[src/rtl/cic_pkg.sv]
// Shared types and constants for the CIC decimator control slice.
package cic_pkg;

   typedef enum logic [1:0] {
      ST_IDLE,
      ST_RESET,
      ST_SETTLE,
      ST_RUN
   } cic_state_t;

   localparam int unsigned DATA_WIDTH_O_DEF = 16;
   localparam int unsigned CNT_W            = 8;
   localparam int unsigned OVR_CNT_W        = 16;

endpackage

[src/rtl/cic_ctrl_oreg.sv]
// One-entry valid/ready holding register for decimated CIC samples.
module cic_ctrl_oreg #(
   parameter int unsigned W = 16
) (
   input  logic         clk,
   input  logic         arst_n,
   input  logic         load,
   input  logic [W-1:0] din,
   input  logic         m_ready,
   output logic [W-1:0] m_data,
   output logic         m_valid,
   output logic         drop
);

   logic accept;

   // A capture is accepted when the slot is empty or is being drained this cycle.
   assign accept = load && (!m_valid || m_ready);
   assign drop   = load && m_valid && !m_ready;

   always_ff @(posedge clk or negedge arst_n) begin
      if (!arst_n) begin
         m_data  <= '0;
         m_valid <= 1'b0;
      end else if (accept) begin
         m_data  <= din;
         m_valid <= 1'b1;
      end else if (m_ready) begin
         m_valid <= 1'b0;
      end
   end

endmodule

[src/rtl/cic_ctrl.sv]
// Start/stop sequencing, settle discard and output capture for a CIC decimator.
// Optional dropped-sample counter port ovr_cnt is enabled by CIC_CTRL_OVR_CNT_EN.
module cic_ctrl
   import cic_pkg::*;
#(
   parameter int unsigned DATA_WIDTH_O   = DATA_WIDTH_O_DEF,
   parameter int unsigned RST_CYCLES     = 4,
   parameter int unsigned SETTLE_OUTPUTS = 5
) (
   input  logic                           clk,
   input  logic                           arst_n,
   input  logic                           start,
   input  logic                           stop,
   input  logic                           in_valid,
   output logic                           cic_rst_n,
   output logic                           cic_en,
   input  logic                           cic_data_clk,
   input  logic signed [DATA_WIDTH_O-1:0] cic_data_out,
   output logic        [DATA_WIDTH_O-1:0] m_data,
   output logic                           m_valid,
   input  logic                           m_ready,
   output logic                           running,
   output logic                           overrun
`ifdef CIC_CTRL_OVR_CNT_EN
   ,
   output logic        [OVR_CNT_W-1:0]    ovr_cnt
`endif
);

   localparam logic [CNT_W-1:0] CNT_ONE     = CNT_W'(1);
   localparam logic [CNT_W-1:0] RST_LAST    = CNT_W'(RST_CYCLES - 1);
   localparam logic [CNT_W-1:0] SETTLE_LAST = CNT_W'(SETTLE_OUTPUTS - 1);

   cic_state_t       state_q, state_d;
   logic [CNT_W-1:0] rst_cnt_q, rst_cnt_d;
   logic [CNT_W-1:0] settle_cnt_q, settle_cnt_d;
   logic             cap_q, cap_d;
   logic             start_ok;
   logic             capture;
   logic             drop;

   assign cic_en  = in_valid && ((state_q == ST_SETTLE) || (state_q == ST_RUN));
   // A stop in the capture cycle discards the pending sample.
   assign capture = cap_q && !stop;

   always_comb begin
      state_d      = state_q;
      rst_cnt_d    = rst_cnt_q;
      settle_cnt_d = settle_cnt_q;
      cap_d        = 1'b0;
      start_ok     = 1'b0;
      unique case (state_q)
         ST_IDLE: begin
            if (start && !stop) begin
               state_d   = ST_RESET;
               rst_cnt_d = '0;
               start_ok  = 1'b1;
            end
         end
         ST_RESET: begin
            if (rst_cnt_q == RST_LAST) begin
               state_d   = ST_SETTLE;
               rst_cnt_d = '0;
            end else begin
               rst_cnt_d = rst_cnt_q + CNT_ONE;
            end
         end
         ST_SETTLE: begin
            if (cic_data_clk) begin
               if (settle_cnt_q == SETTLE_LAST) begin
                  state_d      = ST_RUN;
                  settle_cnt_d = '0;
               end else begin
                  settle_cnt_d = settle_cnt_q + CNT_ONE;
               end
            end
         end
         ST_RUN: begin
            cap_d = cic_data_clk;
         end
         default: begin
            state_d = ST_IDLE;
         end
      endcase
      if (stop) begin
         state_d      = ST_IDLE;
         rst_cnt_d    = '0;
         settle_cnt_d = '0;
         cap_d        = 1'b0;
      end
   end

   always_ff @(posedge clk or negedge arst_n) begin
      if (!arst_n) begin
         state_q      <= ST_IDLE;
         rst_cnt_q    <= '0;
         settle_cnt_q <= '0;
         cap_q        <= 1'b0;
         cic_rst_n    <= 1'b0;
         running      <= 1'b0;
         overrun      <= 1'b0;
      end else begin
         state_q      <= state_d;
         rst_cnt_q    <= rst_cnt_d;
         settle_cnt_q <= settle_cnt_d;
         cap_q        <= cap_d;
         cic_rst_n    <= (state_d == ST_SETTLE) || (state_d == ST_RUN);
         running      <= (state_d == ST_RUN);
         if (start_ok) begin
            overrun <= 1'b0;
         end else if (drop) begin
            overrun <= 1'b1;
         end
      end
   end

`ifdef CIC_CTRL_OVR_CNT_EN
   localparam logic [OVR_CNT_W-1:0] OVR_ONE = OVR_CNT_W'(1);

   always_ff @(posedge clk or negedge arst_n) begin
      if (!arst_n) begin
         ovr_cnt <= '0;
      end else if (start_ok) begin
         ovr_cnt <= '0;
      end else if (drop && (ovr_cnt != '1)) begin
         ovr_cnt <= ovr_cnt + OVR_ONE;
      end
   end
`endif

   cic_ctrl_oreg #(
      .W (DATA_WIDTH_O)
   ) u_oreg (
      .clk     (clk),
      .arst_n  (arst_n),
      .load    (capture),
      .din     (cic_data_out),
      .m_ready (m_ready),
      .m_data  (m_data),
      .m_valid (m_valid),
      .drop    (drop)
   );

endmodule

[config.mk]
export PLATFORM = sky130hd
export DESIGN_NAME = cic_ctrl
export DESIGN_NICKNAME = d
export VERILOG_FILES = /design/src/rtl/cic_pkg.sv /design/src/rtl/cic_ctrl_oreg.sv /design/src/rtl/cic_ctrl.sv
export SDC_FILE = /design/constraint.sdc
export NUM_CORES = 1
export LEC_CHECK = 0
export ABC_AREA = 1
export BUFFER_PORTS_ARGS = -buffer_cell sky130_fd_sc_hd__buf_2
export CORE_MARGIN = 2
export CORE_UTILIZATION = 48
export CTS_CLUSTER_SIZE = 25
export DETAILED_ROUTE_END_ITERATION = 8
export GPL_TIMING_DRIVEN = 0
export MAX_ROUTING_LAYER = met4
export PLACE_DENSITY = 0.83
export RECOVER_POWER = 100
export SKIP_CTS_REPAIR_TIMING = 1
export SLEW_MARGIN = 10
export SYNTH_ARGS = -nofsm -noshare
export SYNTH_HDL_FRONTEND = slang
export SYNTH_SLANG_ARGS = --single-unit
[constraint.sdc]
create_clock -name clk -period 1.25 [get_ports clk]
set_input_delay 0.3125 -clock clk [delete_from_list [all_inputs] [get_ports clk]]
set_output_delay 0.3125 -clock clk [all_outputs]
set_load 0.01 [all_outputs]
* Yosys cells after proc, flatten, opt, wreduce, memory -nomap -nowiden *
Index checks and enable logic that the tools add are counted.

word-level totals
  logic and storage cells = 61
  output and inout port bits = 21
  input bits = 23
  flip-flop bits (word level) = 39

cells by class
  reductions and logical operators = 20
  add/subtract/negate cells = 2
  equality and inequality tests = 8
  muxes and demuxes = 22

operators with widths
  cell                   number
  $mux W8                7
  $add A8 B1 Y8 const B  2
  $pmux W8 S2            1
  $mux W2                5
  $eq A2 B2 Y1 const B   4
  $eq A8 B2 Y1 const B   1
  $eq A8 B3 Y1 const B   1
  $mux W1                8
  $reduce_bool A2 Y1     4
  $logic_and A1 B1 Y1    6
  $pmux W2 S3            1
  $reduce_and A2 Y1      2
  $logic_not A1 Y1       3
  $logic_or A1 B1 Y1     3
  $ne A3 B3 Y1 const B   1
  $reduce_bool A3 Y1     1
  $eq A2 B1 Y1 const B   1
  $logic_not A2 Y1       1

* Logic depth before layout (Yosys ltp) *
Gate-level depths: netlist (run 1).

  word-level depth = 7
  gate-level depth with buffers = 8
  mapped depth without buffers = 8

* Cells and area by module *
A second synthesis (run 1) with hierarchy kept.

second synthesis, totals
  cell total of the unflattened synthesis = 254
  area total of the unflattened synthesis = 2003.2 µm²

modules (own cells, without submodules)
  module         area each (µm²)  sequential area each (µm²)  instances  cells each
  cic_ctrl       1306.3           550.5                       1          179
  cic_ctrl_oreg  696.9            425.4                       1          75

* Least setup slack after synthesis (run 1) *
No wires, ideal clock.

  path type = reg-to-reg
  start point = register rst_cnt_q[0]
  end point = register state_q[0]
  setup slack = 78 ps
  required time = 1137 ps
  clock period less this slack = 1172 ps
  path buffers = 0
  cell stages (with the launch flop) = 9
  setup time = 113 ps
  arrival = 1059 ps
  cells stage by stage = dfrtp_1 -> ha_1 -> nand2_1 -> nor2_1 -> nand2_1 -> nand2_1 -> nand3_1 -> nand2_1 -> inv_1

between the ends
  word-level cells in the longest chain between the ends = 4

ends and longest elaborated chain
  item                    RTL line         text
  from (decl)             cic_ctrl.sv:35   logic [CNT_W-1:0] rst_cnt_q, rst_cnt_d;
  from (signal assigned)  cic_ctrl.sv:104  rst_cnt_q <= rst_cnt_d;
  $eq A8 B2 Y1            cic_ctrl.sv:61   if (rst_cnt_q == RST_LAST) begin
  $mux W2                 cic_ctrl.sv:61
  $pmux W2 S3             cic_ctrl.sv:52   unique case (state_q)
  $mux W2                 cic_ctrl.sv:85   if (stop) begin
  via state_d[0]          cic_ctrl.sv:34   cic_state_t state_q, state_d;
  to (signal assigned)    cic_ctrl.sv:103  state_q <= state_d;
  to (decl)               cic_ctrl.sv:34

The timed path passes the listed nets, and every way through them passes these cells.
A chain may end at the register's enable or synchronous reset.

* Final worst setup path (run 1) *
  start point = register state_q[1]
  end point = output cic_en

between the ends
  word-level cells in the longest chain between the ends = 3
  elaborated cells on any way between the ends = 4
  those cells by class = eq/ne: 2; reduce/logical: 2

ends and longest elaborated chain
  item                   RTL line        text
  $eq A2 B2 Y1           cic_ctrl.sv:42  assign cic_en = in_valid && ((state_q == ST_SETTLE) || (state_q == ST_RUN));
  $logic_or A1 B1 Y1 *   cic_ctrl.sv:42
  $logic_and A1 B1 Y1 *  cic_ctrl.sv:42
  to (decl)              cic_ctrl.sv:16  output logic cic_en,

Mark *: on every way between the ends. The rest lies on a longest branch, timed or not.

==> results of run 1 <==
-- worst max-delay path by stage --
stage                       from  cells after the start           end  slack [ns]
detailed placement  rst_cnt_q[0]                      8  rst_cnt_q[0]       -0.13
CTS                 rst_cnt_q[0]                      8  rst_cnt_q[0]       -0.14
global route          state_q[1]                      3        cic_en       -0.09
floorplan           rst_cnt_q[0]                      8    state_q[0]        0.08
global placement    rst_cnt_q[0]                      8  rst_cnt_q[0]       -0.07
finish                state_q[1]                      3        cic_en       -0.05
-- stage by stage --
stage          std cells  setup TNS [ns]  power (mW)  setup WS (ns)
2_1_floorplan        260               0       1.484        0.07826
6_report             367        -0.05178       2.878       -0.05178
3_5_place_dp         353         -0.8589       1.606        -0.1274
5_1_grt              367         -0.5413       2.992       -0.09425
4_1_cts              361          -1.218       2.848        -0.1414
3_3_place_gp         353         -0.3451       1.598       -0.07161
-- flip-flops by register name (all words and copies together), names as in the netlist --
signal and count:
cap_q 1, rst_cnt_q 8, u_oreg.m_valid 1, state_q 2, settle_cnt_q 8, overrun 1, cic_rst_n 1, running 1
u_oreg.m_data 16
-- cell type report --
class / instances / area, um^2
Buffer: 5 / 43.79
Timing Repair Buffer: 49 / 266.5
Sequential cell: 39 / 979.7
Clock inverter: 2 / 60.06
Fill cell: 329 / 1473
Tap cell: 50 / 62.56
Clock buffer: 6 / 72.57
Inverter: 35 / 131.4
Multi-Input combinational cell: 181 / 910.9
-- power breakdown --
group / internal, mW / switching [mW] / total (mW)
Sequential: 1.31 / 0.0346 / 1.34
Combinational: 0.110 / 0.169 / 0.279
Clock: 0.798 / 0.458 / 1.26
-- synthesized netlist by cell type --
cell,number
a21boi_2,1
a21oi_1,2
buf_2,2
buf_6,3
dfrtp_1,39
ha_1,3
inv_1,31
inv_2,4
nand2_1,92
nand2_2,2
nand2_4,1
nand3_1,30
nand3_2,2
nand4_1,11
nor2_1,23
nor2_2,1
nor2_4,2
nor3b_1,1
o21ai_0,9
xor2_1,1
-- kinds of logic (layout without fill, tap and decap cells) --
group,after synthesis,count (layout),synth area share (%)
adder cells (fa/ha/maj),3,3,1.882
AND/OR/NAND/NOR,165,165,36.64
AO/OA/AOI/OAI,12,12,3.325
XOR/XNOR,1,1,0.4392
buffers and inverters,40,97,8.783
flip-flops,39,39,48.93
-- metal layers --
metal	share of wire (%)	wire [um]	vias up	global-route usage, %
li1	-	-	931	-
met3	7.4	338	10	5.099
met1	43	1955	835	24.16
met5	0	0	-	-
met4	1.5	70	0	8.250
met2	49	2228	70	31.85
-- worst max-delay path: cells and delay by family (launching register included) --
family,cells,cell delay [ns]
buffers and inverters,2,0.15
DFF,1,0.46
and+or+nand+nor,1,0.09
==> run_results.csv, run 1 <==
group,metric,value,unit
die,row_count,23,
die,start_util,49.86,%
critical_path,crit_fanout,5,
die,die_w,68.46,um
timing,rsz0062_at_grt,"true",
power_and_ir_drop,p_per_area,1139,nW/um^2
synthesis,avgSynthCellArea,7.671,um^2
timing,timing.final.crit_share,104.1,%
critical_path,start_kind,"register",
placement,place.gp.congestion,0.9080,
critical_path,slowest_stage,"dfrtp_2",
timing,fin_hold_ws,0.1520,ns
die,dieArea,4687,um^2
finish,nNetsFinal,342,
drt,vias,1846,
drt,wl,4592,um
finish,area_growth_syn_to_layout,26.73,%
global_route,grt_max_degree,40,
die,coreArea,4000,um^2
drt,first_pass_iters,5,
timing,max_slew_margin,36.21,%
clock_network,cts_buffers,5,
drt,drtAntennaViolNets,0,
placement,hpwl,3025,um
critical_path,critical_path_class,"register to output pin",
finish,final_cell_mix,"89 x nand2_1, 43 x buf_2, 36 x dfrtp_1",
synthesis,yosys.area.top_type,"dfrtp_1",
placement,placed_area,2272,um^2
timing,skew,0.003733,ns
critical_path,r2r_slack,0,ns
finish,final_util,63.18,%
global_route,grt_pass1_vias,1550,
die,die_h,68.46,um
critical_path,rr_startpoint,"rst_cnt_q[1]",
global_route,gr-total-overflow,0,
power_and_ir_drop,leakage,1.417,nW
clock_network,cts_tree,"built",
power_and_ir_drop,peakVddDrop,0.0004994,V
placement,port-buffer-count,43,
timing,setup_ws,-0.05178,ns
clock_network,cts.sinks,39,
synthesis,syn_area,1994,um^2
synthesis,syn-num-nets,286,
drt,drtIter0Drc,110,
global_route,grt_pass1_wl,6686,um
finish,diodes,0,
timing,max_slew.worst_pin.slew,0.9568,ns
global_route,grt_use_total,20.01,%
critical_path,critPathArrivalTime,0.99,ns
global_route,antenna_found_initial,0,
clock_network,clockBufferDepth,2,
finish,layout_commonest_cell,"nand2_1",
synthesis,synth_top_area_share,48.93,%
critical_path,reg2reg_depth,8,
synthesis,ys_top_cells_by_area,"dfrtp_1 49%, nand2_1 17%, nand3_1 7.5%",
clock_network,h-tree-depth,2,
synthesis,synthCells,260,
critical_path,rr_endpoint,"rst_cnt_q[0]",
critical_path,slowest_delay,0.46,ns
timing,max_freq,768.2,MHz
critical_path,critical_path_required,0.94,ns
finish,finalInstanceArea,2527,um^2
finish,drive_gt1_share,29.65,%
timing,finalMaxSlewViolations,0,
timing,hold_viol_final,0,
clock_network,cts_root_buf,"clkbuf_8",
drt,post_drt_wl_per_cell,12.51,um
synthesis,synth.distinct_cells,20,
synthesis,synth.yosys.seq_area_share,48.93,%
critical_path,worstPathCellList,"nand2_2 -> inv_2 -> buf_6",
synthesis,ys_ff_latch,39,
hold_path,hold_path.class,"primary input to asynchronous set/reset pin",
run_status,violations,"setup timing",
timing,period_minus_slack,1.302,ns
synthesis,synth_warnings,0,
clock_network,clk_pin_slew,0.08,ns
drt,vias_per_cell,5.030,
clock_network,clock_latency,0.30,ns
job,cap_viol_max_count,0,
critical_path,worstSetupEndpointType,"output pin",
run_status,status,"complete, but fails checks",
timing,setup_viol,1,
drt,drc,0,
die,io_pins,44,
No activity file was read; power rests on OpenSTA's default activity.
==> run 2: changes to the inputs <==
--- a/config.mk
+++ b/config.mk
@@ -6,7 +6,8 @@
 export NUM_CORES = 1
 export LEC_CHECK = 0
 export ABC_AREA = 1
-export BUFFER_PORTS_ARGS = -buffer_cell sky130_fd_sc_hd__buf_2
+export BUFFER_PORTS_ARGS = -buffer_cell sky130_fd_sc_hd__buf_4
+export CORE_ASPECT_RATIO = 0.7
 export CORE_MARGIN = 2
 export CORE_UTILIZATION = 48
 export CTS_CLUSTER_SIZE = 25
@@ -16,6 +17,7 @@
 export PLACE_DENSITY = 0.83
 export RECOVER_POWER = 100
 export SKIP_CTS_REPAIR_TIMING = 1
+export SKIP_LAST_GASP = 1
 export SLEW_MARGIN = 10
 export SYNTH_ARGS = -nofsm -noshare
 export SYNTH_HDL_FRONTEND = slang
==> run 2 against run 1 <==
Compared with the run above:
- the run now ends clean
- wire length increased by 2.7%
- combinational power up 7.2%
- core utilization grew 1.9 points
- clock skew barely moved
- via count grew 2.0%
- sequential cell count stayed put
- worst setup slack improved by 0.054 ns
- sequential share of layout area is 0.60 points lower
- first-iteration DRC count grew 21%
- global-route usage rose by 0.76 points
- largest power group unchanged
==> run_results.csv, run 2 (same netlist as run 1, synthesis figures left out) <==
group,metric,value,unit
run_status,status,"complete, no violations",
timing,hold_viol_final,0,
timing,max_slew_margin,36.16,%
finish,drive_gt1_share,23.90,%
power_and_ir_drop,switchingPower,0.6578,mW
clock_network,h-tree-depth,2,
global_route,grt_pass1_wl,7355,um
finish,largest_register_ffs,16,
power_and_ir_drop,combPwrFrac,10.3,%
die,die_w,81.05,um
finish,area_growth_syn_to_layout,28.73,%
finish,reg.largest.list,"u_oreg.m_data: 16 flops, rst_cnt_q: 8 flops, settle_cnt_q: 8 flops",
critical_path,critical_path_class,"register to output pin",
critical_path,slowest_stage,"dfrtp_2",
timing,skew,0.003988,ns
critical_path,worstPathCellList,"nand2_1 -> inv_1 -> buf_6",
drt,first_pass_iters,4,
clock_network,clockBufferDepth,2,
clock_network,cts_tree,"built",
timing,finalMaxSlewViolations,0,
clock_network,cts.sinks,39,
die,die_h,57.93,um
critical_path,critPathArrivalTime,0.93,ns
global_route,grt_use_total,20.77,%
clock_network,cts_root_buf,"clkbuf_8",
drt,vias,1882,
placement,hpwl,3233,um
power_and_ir_drop,p_per_area,1128,nW/um^2
timing,max_freq,801.7,MHz
power_and_ir_drop,clkPwrFrac,43.2,%
drt,drtIter0Drc,133,
finish,final_cell_mix,"89 x nand2_1, 36 x dfrtp_1, 30 x buf_4",
timing,max_slew.worst_pin.slew,0.9576,ns
die,dieArea,4695,um^2
clock_network,clk_pin_slew,0.08,ns
power_and_ir_drop,intPower,2.238,mW
finish,regMostFlops,"u_oreg.m_data",
die,start_util,50.54,%
timing,setup_viol,0,
critical_path,path_delay_family,"flip-flops",
timing,setup_ws,0.002676,ns
critical_path,critical_path_required,0.94,ns
critical_path,slowest_delay,0.42,ns
clock_network,clock_latency,0.29,ns
critical_path,worstSetupEndpointType,"output pin",
timing,rsz0062_at_grt,"true",
critical_path,critical_path_buf_inv_count,2,
die,coreArea,3946,um^2
critical_path,start_kind,"register",
drt,post_drt_wl_per_cell,12.74,um
drt,drc,0,
global_route,grt_pass1_vias,1681,
hold_path,hold_path.class,"primary input to asynchronous set/reset pin",
critical_path,crit_fanout,3,
power_and_ir_drop,swShare,22.72,%
timing,period_minus_slack,1.247,ns
finish,diodes,0,
finish,nNetsFinal,343,
drt,drtAntennaViolNets,0,
clock_network,cts_buffers,5,
power_and_ir_drop,power_frac_seq,46.5,%
power_and_ir_drop,peakVddDrop,0.0008560,V
placement,place.gp.congestion,0.9190,
placement,dpl_worst_slack,-0.08245,ns
power_and_ir_drop,leakage,1.373,nW
finish,layout_commonest_cell,"nand2_1",
die,io_pins,44,
global_route,gr-total-overflow,0,
drt,wl,4714,um
placement,port-buffer-count,43,
power_and_ir_drop,report.power.total,2.895,mW
drt,vias_per_cell,5.086,
job,cap_viol_max_count,0,
global_route,antenna_found_initial,0,
die,row_count,19,
global_route,grt_max_degree,40,
timing,timing.final.crit_share,99.79,%
[run 2: worst paths after layout]
kind | slack [ns] | startpoint | cells past startpoint | to
max | 0.003 | state_q[1] | 3 | cic_en
min | 0.15 | arst_n | 1 | rst_cnt_q[2]
max reg2reg | 0.05 | state_q[1] | 6 | running
min reg2reg | 0.47 | u_oreg.m_data[0] | 2 | u_oreg.m_data[0]
max in group asynchronous | 0.44 | arst_n | 1 | state_q[1]
min in group clk | 0.24 | cic_data_out[7] | 3 | u_oreg.m_data[7]
[run 2: layer usage]
layer | track usage [%] | share of wire [%] | up-vias
met5 | - | 0 | -
met4 | 4.358 | 0.76 | 0
met3 | 4.673 | 7.1 | 5
met2 | 33.06 | 48 | 69
met1 | 27.55 | 44 | 879
li1 | - | - | 929
[run 2: worst reg2reg max path, cell delays in order, from the launching register on]
cell,delay (ns)
dfrtp_2,0.42
buf_4,0.16
nand2_1,0.09
a21boi_2,0.21
nand2_1,0.08
nor2_1,0.09
nor2_1,0.04
[run 2: area by class of cell]
type | count | area, um^2
fillers | 348 | 1379
inverters | 35 | 131.4
clock buffers | 6 | 72.57
plain buffers | 5 | 43.79
repair buffers | 50 | 309.0
flip-flops and latches | 39 | 979.7
clock inverters | 2 | 60.06
multi-input cells | 181 | 905.9
well taps | 52 | 65.06
[run 2: metrics by stage]
step	cell area (um^2)	util [%]	TNS, ns	cells	hold slack (ns)
after floorplan	1994	-	0	260	0.01691
after global placement	2382	60.37	-0.2242	355	0.3085
after detailed placement	2382	60.37	-0.3970	355	0.3087
after CTS	2515	63.73	-0.6370	363	-0.006755
after global routing	2567	65.06	-0.3959	370	0.2444
final	2567	65.06	0	370	0.1548
[run 2: power groups by stage]
stage / Combinational (mW) / Sequential, mW / Clock (mW)
3_3_place_gp: 0.272 / 1.36 / 0
6_report: 0.299 / 1.34 / 1.25
5_1_grt: 0.335 / 1.35 / 1.31
2_1_floorplan: 0.109 / 1.38 / 0
4_1_cts: 0.280 / 1.34 / 1.26
3_5_place_dp: 0.280 / 1.37 / 0
==> run 3: changes to the inputs <==
--- a/config.mk
+++ b/config.mk
@@ -7,9 +7,12 @@
 export LEC_CHECK = 0
 export ABC_AREA = 1
 export BUFFER_PORTS_ARGS = -buffer_cell sky130_fd_sc_hd__buf_4
-export CORE_ASPECT_RATIO = 0.7
+export CAP_MARGIN = 20
+export CELL_PAD_IN_SITES_DETAIL_PLACEMENT = 0
+export CELL_PAD_IN_SITES_GLOBAL_PLACEMENT = 1
+export CORE_ASPECT_RATIO = 1.2
 export CORE_MARGIN = 2
-export CORE_UTILIZATION = 48
+export CORE_UTILIZATION = 35
 export CTS_CLUSTER_SIZE = 25
 export DETAILED_ROUTE_END_ITERATION = 8
 export GPL_TIMING_DRIVEN = 0
==> run 3 against run 2 <==
Compared with the run above:
- final cell count increased by 4.1%
- sequential share of layout area decreased by 1.7 points
- clock skew about the same
- count of clock-buffer cells in the layout unchanged
- critical endpoint unchanged
- clock power about the same
- wire length increased by 1.8%
- via count decreased by 2.2%
- non-clock buffer count increased by 3
- the run now ends with setup timing left
- first-iteration DRC count decreased by 29%
- cell area increased by 4.5%
==> run_results.csv, run 3 (same netlist as run 1, synthesis figures left out) <==
group,metric,value,unit
power_and_ir_drop,swShare,22.66,%
critical_path,critPathArrivalTime,0.98,ns
critical_path,rr_endpoint,"running",
placement,hpwl,3247,um
drt,post_drt_wl_per_cell,12.46,um
critical_path,worstSetupEndpointType,"output pin",
critical_path,slowest_delay,0.46,ns
timing,finalMaxSlewViolations,0,
clock_network,clk_pin_slew,0.07,ns
drt,wl,4799,um
critical_path,slowest_stage,"dfrtp_2",
timing,max_slew_margin,33.28,%
drt,drc,0,
global_route,grt_pass1_vias,1654,
timing,max_freq,772.0,MHz
die,coreArea,5593,um^2
timing,setup_ws,-0.04526,ns
power_and_ir_drop,switchingPower,0.6647,mW
timing,skew,0.004450,ns
global_route,grt_pass1_wl,7452,um
critical_path,critical_path_required,0.94,ns
power_and_ir_drop,combPwrFrac,11.6,%
clock_network,cts_tree,"built",
power_and_ir_drop,clkPwrFrac,42.6,%
finish,layout_commonest_cell,"nand2_1",
critical_path,start_kind,"register",
critical_path,crit_fanout,4,
drt,vias,1840,
clock_network,clockBufferDepth,2,
clock_network,h-tree-depth,2,
finish,reg.largest.list,"u_oreg.m_data: 16 flops, rst_cnt_q: 8 flops, settle_cnt_q: 8 flops",
die,io_pins,44,
die,row_count,30,
global_route,gr-total-overflow,0,
global_route,grt_use_total,15.54,%
clock_network,cts_buffers,5,
power_and_ir_drop,leakage,1.458,nW
drt,drtAntennaViolNets,0,
finish,final_cell_mix,"88 x nand2_1, 51 x buf_4, 38 x dfrtp_1",
timing,period_minus_slack,1.295,ns
run_status,status,"complete, but fails checks",
run_status,violations,"setup timing",
die,dieArea,6321,um^2
power_and_ir_drop,p_per_area,1093,nW/um^2
finish,largest_register_ffs,16,
timing,setup_tns,-0.04526,ns
clock_network,cts.sinks,39,
hold_path,hold_path.class,"primary input to asynchronous set/reset pin",
clock_network,cts_root_buf,"clkbuf_8",
critical_path,critical_path_class,"register to output pin",
finish,regMostFlops,"u_oreg.m_data",
global_route,grt_max_degree,40,
placement,place.gp.congestion,0.7823,
job,cap_viol_max_count,0,
timing,hold_viol_final,0,
finish,nNetsFinal,346,
finish,diodes,0,
drt,drtIter0Drc,94,
timing,timing.final.crit_share,103.6,%
die,die_h,86.69,um
finish,drive_gt1_share,30.84,%
critical_path,rr_startpoint,"settle_cnt_q[0]",
power_and_ir_drop,power_frac_seq,45.9,%
drt,vias_per_cell,4.779,
finish,area_growth_syn_to_layout,34.50,%
die,start_util,35.66,%
die,die_w,72.91,um
global_route,antenna_found_initial,0,
timing,setup_viol,1,
clock_network,clock_latency,0.29,ns
critical_path,worstPathCellList,"nand2_1 -> inv_1 -> buf_6",
power_and_ir_drop,intPower,2.268,mW
power_and_ir_drop,peakVddDrop,0.0006009,V
drt,first_pass_iters,4,
timing,rsz0062_at_grt,"true",
critical_path,r2r_slack,0.02,ns
power_and_ir_drop,report.power.total,2.933,mW
timing,max_slew.worst_pin.slew,1.001,ns
placement,port-buffer-count,43,
critical_path,reg2reg_depth,8,
==> run 3: through the flow <==
stage	hold WS, ns	setup WS (ns)	instances	area, um^2	utilization, %
5_1_grt	0.2473	-0.08727	385	2683	47.96
4_1_cts	0.007820	-0.1526	375	2530	45.23
2_1_floorplan	0.01691	0.07826	260	1994	-
6_report	0.1790	-0.04526	385	2683	47.96
3_3_place_gp	0.3204	-0.07557	367	2397	42.86
3_5_place_dp	0.3255	-0.08944	367	2397	42.86
==> run 3: layout make-up <==
class / count / area [um^2]
fillers: 544 / 2910
flip-flops and latches: 39 / 977.2
multi-input cells: 181 / 918.4
repair buffers: 53 / 399.1
inverters: 35 / 131.4
well taps: 64 / 80.08
clock buffers: 6 / 72.57
clock inverters: 2 / 60.06
plain buffers: 5 / 43.79
==> run 3: worst max path at each step <==
stage,startpoint,to
2_1_floorplan,rst_cnt_q[0],state_q[0]
3_3_place_gp,settle_cnt_q[0],settle_cnt_q[1]
3_5_place_dp,settle_cnt_q[0],settle_cnt_q[0]
4_1_cts,state_q[1],cic_en
5_1_grt,state_q[1],cic_en
6_report,state_q[1],cic_en
==> run 3: critical path, delay by kind of cell (launching register included) <==
kind | cells | cell delay, ns
flops | 1 | 0.46
buf+inv | 2 | 0.15
simple gates | 1 | 0.08
==> run 3: per-layer routing <==
metal	routed length, um	vias to the layer above	track usage (%)
met2	2349	47	26.20
met1	2129	851	18.11
met4	81	0	6.061
met3	238	6	3.023
met5	0	-	-
li1	-	936	-
==> run 3: power by group through the flow <==
stage | Sequential [mW] | Clock (mW) | Combinational, mW
after floorplan | 1.38 | 0 | 0.109
after global placement | 1.36 | 0 | 0.280
after detailed placement | 1.37 | 0 | 0.284
after CTS | 1.34 | 1.28 | 0.286
after global routing | 1.35 | 1.33 | 0.374
final | 1.35 | 1.25 | 0.339
